`src/rtl/fsm_prog_sequence_counter.sv`:
```
// fsm_prog_sequence_counter: steps forward or backward through a run-time writable table of DEPTH codes.
// Build option SEQ_ONESHOT_EN: stop at the end of the sequence and raise done instead of wrapping.
module fsm_prog_sequence_counter #(
    parameter int W     = 3,
    parameter int DEPTH = 8,
    localparam int AW   = $clog2(DEPTH)
) (
    input  logic          clk,
    input  logic          reset_n,
    input  logic          en,
    input  logic          dir,
    input  logic          clr,
    input  logic [AW-1:0] last,
    input  logic          wr_en,
    input  logic [AW-1:0] wr_addr,
    input  logic [W-1:0]  wr_data,
    output logic [W-1:0]  num,
    output logic [AW-1:0] idx,
    output logic          wrap,
    output logic          done
);

    localparam logic [AW-1:0] MAX_IDX = AW'(DEPTH - 1);
    localparam logic [AW-1:0] ONE     = AW'(1);

    logic [W-1:0]  tbl [DEPTH];
    logic [AW-1:0] idx_q, idx_d, l_eff;
    logic          wrap_q, wrap_d;
    logic          at_end, step, addr_ok;

`ifdef SEQ_ONESHOT_EN
    logic done_q, done_d;
    assign step = en && !done_q;
    assign done = done_q;
`else
    assign step = en;
    assign done = 1'b0;
`endif

    // last can exceed DEPTH-1 when DEPTH is not a power of two; clamp it
    assign l_eff   = (int'(last) > DEPTH - 1) ? MAX_IDX : last;
    assign addr_ok = int'(wr_addr) < DEPTH;
    assign at_end  = dir ? (idx_q == '0) : (idx_q >= l_eff);

    always_comb begin
        idx_d  = idx_q;
        wrap_d = 1'b0;
`ifdef SEQ_ONESHOT_EN
        done_d = done_q;
`endif
        if (clr) begin
            idx_d = '0;
`ifdef SEQ_ONESHOT_EN
            done_d = 1'b0;
`endif
        end else if (step) begin
            if (at_end) begin
`ifdef SEQ_ONESHOT_EN
                done_d = 1'b1;
`else
                idx_d  = dir ? l_eff : '0;
                wrap_d = 1'b1;
`endif
            end else if (dir && (idx_q > l_eff)) begin
                idx_d = l_eff;
            end else if (dir) begin
                idx_d = idx_q - ONE;
            end else begin
                idx_d = idx_q + ONE;
            end
        end
    end

    always_ff @(posedge clk or negedge reset_n) begin
        if (!reset_n) begin
            idx_q  <= '0;
            wrap_q <= 1'b0;
`ifdef SEQ_ONESHOT_EN
            done_q <= 1'b0;
`endif
        end else begin
            idx_q  <= idx_d;
            wrap_q <= wrap_d;
`ifdef SEQ_ONESHOT_EN
            done_q <= done_d;
`endif
        end
    end

    // Table resets to the identity so the default order is a plain up-count
    always_ff @(posedge clk or negedge reset_n) begin
        if (!reset_n) begin
            for (int i = 0; i < DEPTH; i++) begin
                tbl[i] <= W'(i);
            end
        end else if (wr_en && addr_ok) begin
            tbl[wr_addr] <= wr_data;
        end
    end

    assign idx  = idx_q;
    assign wrap = wrap_q;
    assign num  = tbl[idx_q];

endmodule

```
`config.mk`:
```
export PLATFORM = sky130hd
export DESIGN_NAME = fsm_prog_sequence_counter
export DESIGN_NICKNAME = d
export VERILOG_FILES = /design/src/rtl/fsm_prog_sequence_counter.sv
export SDC_FILE = /design/constraint.sdc
export NUM_CORES = 1
export LEC_CHECK = 0
export BUFFER_PORTS_ARGS = -buffer_cell sky130_fd_sc_hd__buf_4
export CORE_MARGIN = 1.5
export CORE_UTILIZATION = 58
export CTS_BUF_LIST = sky130_fd_sc_hd__clkbuf_8
export CTS_CLUSTER_DIAMETER = 150
export CTS_CLUSTER_SIZE = 40
export DETAILED_ROUTE_END_ITERATION = 10
export PLACE_DENSITY = 0.83
export SYNTH_ARGS = -nofsm -noshare
export SYNTH_HDL_FRONTEND = slang
export SYNTH_SLANG_ARGS = --single-unit
```
`constraint.sdc`:
```
create_clock -name clk -period 2.6 [get_ports clk]
set_clock_uncertainty 0.2 [all_clocks]
set_input_delay 0.52 -clock clk [delete_from_list [all_inputs] [get_ports clk]]
set_output_delay 0.52 -clock clk [all_outputs]
set_load 0.1 [all_outputs]
```
Yosys cells after proc, flatten, opt, wreduce, memory -nomap -nowiden
Cells that the tools add are included.
Operators by class
  $add $sub $neg: 2
  multipliers: 0
  divide/modulo/power cells: 0
  $lt $le $gt $ge: 5
  eq/ne operators: 0
  shift operators: 0
  muxes and demuxes: 16
  bitwise operators: 2
  reduce and logical (&&, ||, !) cells: 4
Operator list (number)
  3-bit 2-to-1 mux: 9
  24-bit bitwise mux: 1
  3-bit binary-select mux with 3-bit select: 1
  3-bit demux with 3-bit select: 1
  4-bit >= comparator, second input constant: 2
  3-bit NOT with 4-bit output: 2
  4-bit by 1-bit less-than comparator with 1-bit output, second input constant: 1
  1-bit 2-to-1 mux: 4
  3-bit by 1-bit adder with 3-bit output, second input constant: 1
  3-bit >= comparator: 1
  3-bit greater-than comparator: 1
  3-bit zero test: 1
  3-bit by 1-bit subtractor with 3-bit output, second input constant: 1
  1-bit logical AND: 2
  2-bit nonzero test: 1
Word-level totals
  flip-flop bits (word level): 28
  bits in latches: 0
  bits in writable memories: 0
  ROM bits: 0
  bits of input ports: 15
  output and inout bits: 8
  logic and storage cells: 39
  memories kept: 0

Logic depth before layout (Yosys ltp)
Gate-level depths: netlist of the first run.
  depth in word-level cells: 6
  gate-level depth with buffers: 7
  mapped depth without buffers: 6

Worst setup path before layout of the first run
No wires, ideal clock.
  path type: register -> output
  from: register idx_q[0] (netlist: idx[0])
  to: output num[0]
  data arrival time: 2217 ps
  data required time: 1880 ps
  slack: -337 ps
  stages on the path, launching flop included: 4
  cells stage by stage: dfrtp_1 buf_6 mux4_1 mux2_2
Between the ends
  cells in the longest elaborated chain, start to end: 4
Ends and longest elaborated chain
  start, declared: RTL line 27  | logic [AW-1:0] idx_q, idx_d, l_eff;
  start signal, assigned: RTL line 82  | idx_q <= idx_d;
  3-bit NOT with 4-bit output (not written as such): RTL line 103  | assign num = tbl[idx_q];
  3-bit binary-select mux with 3-bit select: RTL line 103
  3-bit 2-to-1 mux (not written as such) (2 in series): RTL line 103
  end, declared: RTL line 17  | output logic [W-1:0] num,
No other way between the ends. The select of a mux whose other input is x is not followed.

Worst setup path in the final report of the first run
  from: register idx_q[0] (netlist: idx[0])
  to: output num[2]
Same word-level chain as after synthesis.

==> metrics.yaml, run 1 <==
synth-seq-cells: 28
cts_tree: "done"
path_class: "reg -> out"
place.gp.congestion: 0.8148
layout-drive-gt1-share: 0.3913
ctsHtreeMaxLevel: 1
fin_setup_tns_ps: 0
rsz0062_at_grt: "no"
wire_per_inst_um: 19.46
core-area_um2: 2500
holdCritPathClass: "in -> reg"
die_area_um2: 3006
setup_viol: 0
die_w_um: 54.83
ir_drop_mv: 0.6622
synthArstFlopShare: 1.000
hold_slack_ps: 216.4
nNetsFinal: 158
antenna-diode-count: 0
start_util: 0.6231
clock_latency_ps: 280
r2r_slack_ps: 260
drtIter0Drc: 17
yosysWarnings: 0
route.detailed.drc: 0
maxSlewViolCount: 0
first_global_vias: 1030
detail-route-antenna-nets: 0
clockBufferDepth: 2
hold_depth: 2
fmax_mhz: 393.4
yosysSeqAreaShare: 0.4594
period_share: 0.9777
ctsRootBufferMaster: "clkbuf_8"
crit-reg2reg-launch: "idx[0]"
start_kind: "flip-flop"
wl_mm: 3.270
drv_cap: 0
antenna_found_initial: 0
final_hold_viol_count: 0
die_y_um: 54.83
crit_required_ps: 1880
postSynthCellCount: 113
yosysUniqueCellTypes: 38
end_kind: "primary output"
rr_worst_depth: 8
powerDensity_nw_per_um2: 799.8
hold_end: "idx[1]"
drtPass1Iterations: 4
fin_ws_ps: 57.93
synth_area_um2: 1558
timing.rr.end: "idx[1]"
final_util: 0.7312
grt_pass1_wl_mm: 5.043
p_leak_nw: 0.7831
path_max_fanout: 7
overflow: 0
arrival_ps: 1820
vias_per_cell: 6.179
synth_area_per_cell_um2: 13.79
numCtsBuffers: 3
cts_sinks: 28
ys.flop_type: "dfrtp_1"
layout_min_cycle_time_ps: 2542
syn_to_final_growth_pct: 17.35
vias: 1038
track_usage: 0.2499
hold_start: "clr"
hpwlAfterDp_mm: 2.311
clk_pin_slew_ps: 100
synthesis.nets: 132
pin_count: 23
grt_max_degree: 29
post-place-ws_ps: 288.7
io_buffers: 21
status: "finished, final reports clean"
synth_edf_count: 0
rows: 18
==> cells by family after synthesis <==
group / share of synthesized area
mux: 0.3004
buf+inv: 0.03052
other cells: 0.002407
flops: 0.4594
simple gates: 0.1125
fa+ha+maj: 0.03695
xor+xnor: 0.005624
compound gates: 0.05222
==> worst max path at each step <==
stage                     slack [ps]  depth (start not counted)      to   start
final                             60                          3  num[2]  idx[0]
after global routing               5                          3  num[0]  idx[0]
after CTS                          7                          3  num[0]  idx[0]
after detailed placement         290                          3  num[2]  idx[0]
after global placement           300                          3  num[0]  idx[0]
after floorplan                   60                          3  num[0]  idx[0]
==> layout make-up <==
| class | instances | area (µm²) |
|---|---|---|
| Clock buffer | 4 | 55.05 |
| Fill cell | 152 | 671.9 |
| Sequential cell | 28 | 720.7 |
| Inverter | 5 | 18.77 |
| Multi-Input combinational cell | 76 | 794.5 |
| Timing Repair Buffer | 25 | 201.4 |
| Tap cell | 30 | 37.54 |
==> cell usage in the layout, fill, tap and decap left out, drive strengths merged, types with 3 or more instances in the layout <==
| cell | count |
|---|---|
| dfrtp | 16 |
| ha | 3 |
| nor3 | 5 |
| nand2 | 3 |
| dfstp | 12 |
| mux2 | 27 |
| inv | 5 |
| clkbuf | 4 |
| o211ai | 3 |
| buf | 24 |
| mux4 | 6 |
| nand4b | 3 |
==> layer usage <==
| metal | track usage | up-vias | share of wire |
|---|---|---|---|
| met5 | 0 | - | 0 |
| met4 | 0.09583 | 0 | 0.017 |
| met3 | 0.02732 | 6 | 0.040 |
| met2 | 0.4107 | 34 | 0.50 |
| met1 | 0.3394 | 520 | 0.45 |
| li1 | - | 478 | - |
==> what timing repair did <==
item	CTS	global route
resized for setup	0	3
pin swaps	0	0
endpoints found under the hold margin	16	0
setup buffers	2	1
endpoints found under the setup margin	3	3
cloned	0	0
hold buffers	1	0
==> power breakdown <==
| group | internal, mW | switching, mW |
|---|---|---|
| Clock | 0.136 | 0.139 |
| Combinational | 0.221 | 0.347 |
| Sequential | 0.556 | 0.0639 |
| Total | 0.913 | 0.549 |
==> metrics by stage <==
| step | instances | power, mW | area [µm²] |
|---|---|---|---|
| after global placement | 160 | 1.145 | 1729 |
| after detailed placement | 160 | 1.166 | 1729 |
| final | 168 | 1.462 | 1828 |
| after global routing | 168 | 1.523 | 1828 |
| after CTS | 167 | 1.445 | 1809 |
| after floorplan | 113 | 1.036 | 1563 |
==> sequential cells by signal, indices dropped and copies added, names as in the netlist <==
| name | cells |
|---|---|
| tbl | 24 |
| idx | 3 |
| wrap | 1 |
==> synthesized netlist by cell type, drive strengths merged (2+ instances only) <==
cell / n / area share
ha: 3 / 0.024
nor3b: 2 / 0.016
buf: 4 / 0.018
dfrtp: 16 / 0.26
dfstp: 12 / 0.20
nand2b: 2 / 0.0080
inv: 5 / 0.012
nand2: 3 / 0.0072
a21oi: 2 / 0.0064
nor3: 5 / 0.026
o211ai: 3 / 0.014
nand4b: 3 / 0.017
mux4: 6 / 0.099
mux2: 27 / 0.20
nor2: 2 / 0.0048
==> worst max-delay path, stage by stage, from the launching register on <==
cell	delay, ps
dfrtp_4	510
mux4_1	570
mux2_2	280
buf_6	180
No activity file was read; power rests on OpenSTA's default activity.
==> inputs of run 2 (changes only) <==
--- a/constraint.sdc
+++ b/constraint.sdc
@@ -3,3 +3,3 @@
 set_input_delay 0.52 -clock clk [delete_from_list [all_inputs] [get_ports clk]]
 set_output_delay 0.52 -clock clk [all_outputs]
-set_load 0.1 [all_outputs]
+set_load 0.05 [all_outputs]
==> metrics.yaml, run 2 (synthesis gave the netlist of run 1 again) <==
io_buffers: 21  # unchanged
core-area_um2: 2500  # unchanged
drtPass1Iterations: 4  # unchanged
rsz0062_at_grt: "yes"
first_global_vias: 1094  # +6.2%
path_cells: "mux4_1, mux2_2, buf_4"
path_class: "reg -> out"
vias_per_cell: 6.240  # +0.99%
grt_pass1_wl_mm: 5.168  # +2.5%
final_util: 0.7287  # -0.002502
crit_family: "multiplexers"
overflow: 0  # unchanged
slowest_delay_ps: 600  # +30 ps
maxSlewViolCount: 0  # unchanged
die_area_um2: 3006  # unchanged
holdCritPathClass: "in -> reg"
clockBufferDepth: 2  # unchanged
setup_viol: 0  # unchanged
top_register: "tbl"
numCtsBuffers: 3  # unchanged
grt_max_degree: 29  # unchanged
path_max_fanout: 7  # unchanged
fin_setup_tns_ps: 0  # unchanged
track_usage: 0.2577  # +0.007872
largest_reg_flops: 24  # unchanged
layout_commonest_cell: "buf_4"
die_y_um: 54.83  # unchanged
clk_pin_slew_ps: 90  # about the same
post_cts_buffers: 0  # -2
syn_to_final_growth_pct: 16.95
crit_required_ps: 1880  # about the same
wl_met2_mm: 1.726  # +6.5%
final_hold_viol_count: 0  # unchanged
hold_slack_ps: 224.2  # +7.817 ps
end_kind: "primary output"
layout-drive-gt1-share: 0.3796  # -0.01174
ctsRootBufferMaster: "clkbuf_8"
route.detailed.drc: 0  # unchanged
drtIter0Drc: 15  # -2
placed_area_um2: 1739  # +0.58%
wl_met3_um: 155  # +17%
status: "finished, final reports clean"
mostFrequentLayoutCells: "23 x buf_4, 21 x mux2_1, 15 x dfrtp_1, 12 x dfstp_2, 6 x mux2_2"
antenna_found_initial: 0  # unchanged
arrival_ps: 1850  # +30 ps
drv_cap: 0  # unchanged
ctsHtreeMaxLevel: 1  # unchanged
vias: 1042  # +0.39%
path_buf_inv: 1  # unchanged
post-layout-total-power_mw: 1.408  # -3.7%
place.gp.congestion: 0.7513  # -7.8%
crit_slowest_cell: "mux4_1"
hpwlAfterDp_mm: 2.415  # +4.5%
nNetsFinal: 157  # -0.63%
routed.top_layer: "met4"
start_util: 0.6231  # unchanged
wl_mm: 3.298  # +0.86%
layout_min_cycle_time_ps: 2566  # +23.96 ps
pin_count: 23  # unchanged
period_share: 0.9869  # +0.009217
rows: 18  # unchanged
start_kind: "flip-flop"
antenna-diode-count: 0  # unchanged
p_leak_nw: 0.7830  # about the same
clock_latency_ps: 270  # about the same
stdcell_area_um2: 1822  # -0.34%
cts_tree: "done"
m1WireLength_mm: 1.334  # -8.8%
fmax_mhz: 389.7  # -0.93%
detail-route-antenna-nets: 0  # unchanged
cts_sinks: 28  # unchanged
die_w_um: 54.83  # unchanged
powerDensity_nw_per_um2: 772.7  # -3.4%
wire_per_inst_um: 19.75  # +1.5%
ir_drop_mv: 0.4921  # -26%
run 2: cell count changes in the layout (fill, tap and decap cells not counted), sizes merged:
cell	change
buf	-1
bufinv	+1
clkbuf	-1
run 2: routing by layer:
| layer | GRT usage | vias up |
|---|---|---|
| li1 | - | 475 |
| met1 | 0.2908 | 524 |
| met2 | 0.4504 | 34 |
| met3 | 0.05738 | 9 |
| met4 | 0.1333 | 0 |
| met5 | 0 | - |
run 2: what timing repair did:
| item | 4_1_cts | 5_1_grt |
|---|---|---|
| setup endpoints to repair | 3 | 2 |
| endpoints found under the hold margin | 16 | 0 |
| resized for setup | 1 | 0 |
| hold buffers | 1 | 0 |
run 2: cell type report:
| cell class | instances | area [µm²] |
|---|---|---|
| timing repair buffer | 24 | 182.7 |
| inverter | 5 | 18.77 |
| clock buffer | 3 | 41.29 |
| multi-input combinational | 76 | 794.5 |
| fill | 161 | 678.2 |
| tap | 30 | 37.54 |
| clock inverter | 1 | 30.03 |
| sequential | 28 | 716.9 |
run 2: final timing paths:
path	start	to	slack, ps	cells after the start
max	idx[0]	num[0]	30	3
min	clr	idx[1]	220	2
max reg2reg	idx[0]	idx[1]	380	7
min reg2reg	tbl[3]	tbl[3]	300	1
max in group asynchronous	reset_n	tbl[4]	1410	2
min in group asynchronous	reset_n	tbl[22]	480	2
run 2: report_power, final:
group | total [mW] | switching [mW] | internal (mW) | leakage, nW
Sequential | 0.616 | 0.0608 | 0.555 | 0.322
Clock | 0.339 | 0.132 | 0.206 | 0.0357
Combinational | 0.453 | 0.247 | 0.206 | 0.426
Total | 1.41 | 0.440 | 0.967 | 0.783
run 2: per-stage QoR:
stage / setup slack (ps) / cells
final: 33.97 / 167
after global routing: -9.556 / 167
after CTS: 22.42 / 167
after detailed placement: 272.9 / 162
after global placement: 302.0 / 162
after floorplan: 82.46 / 113
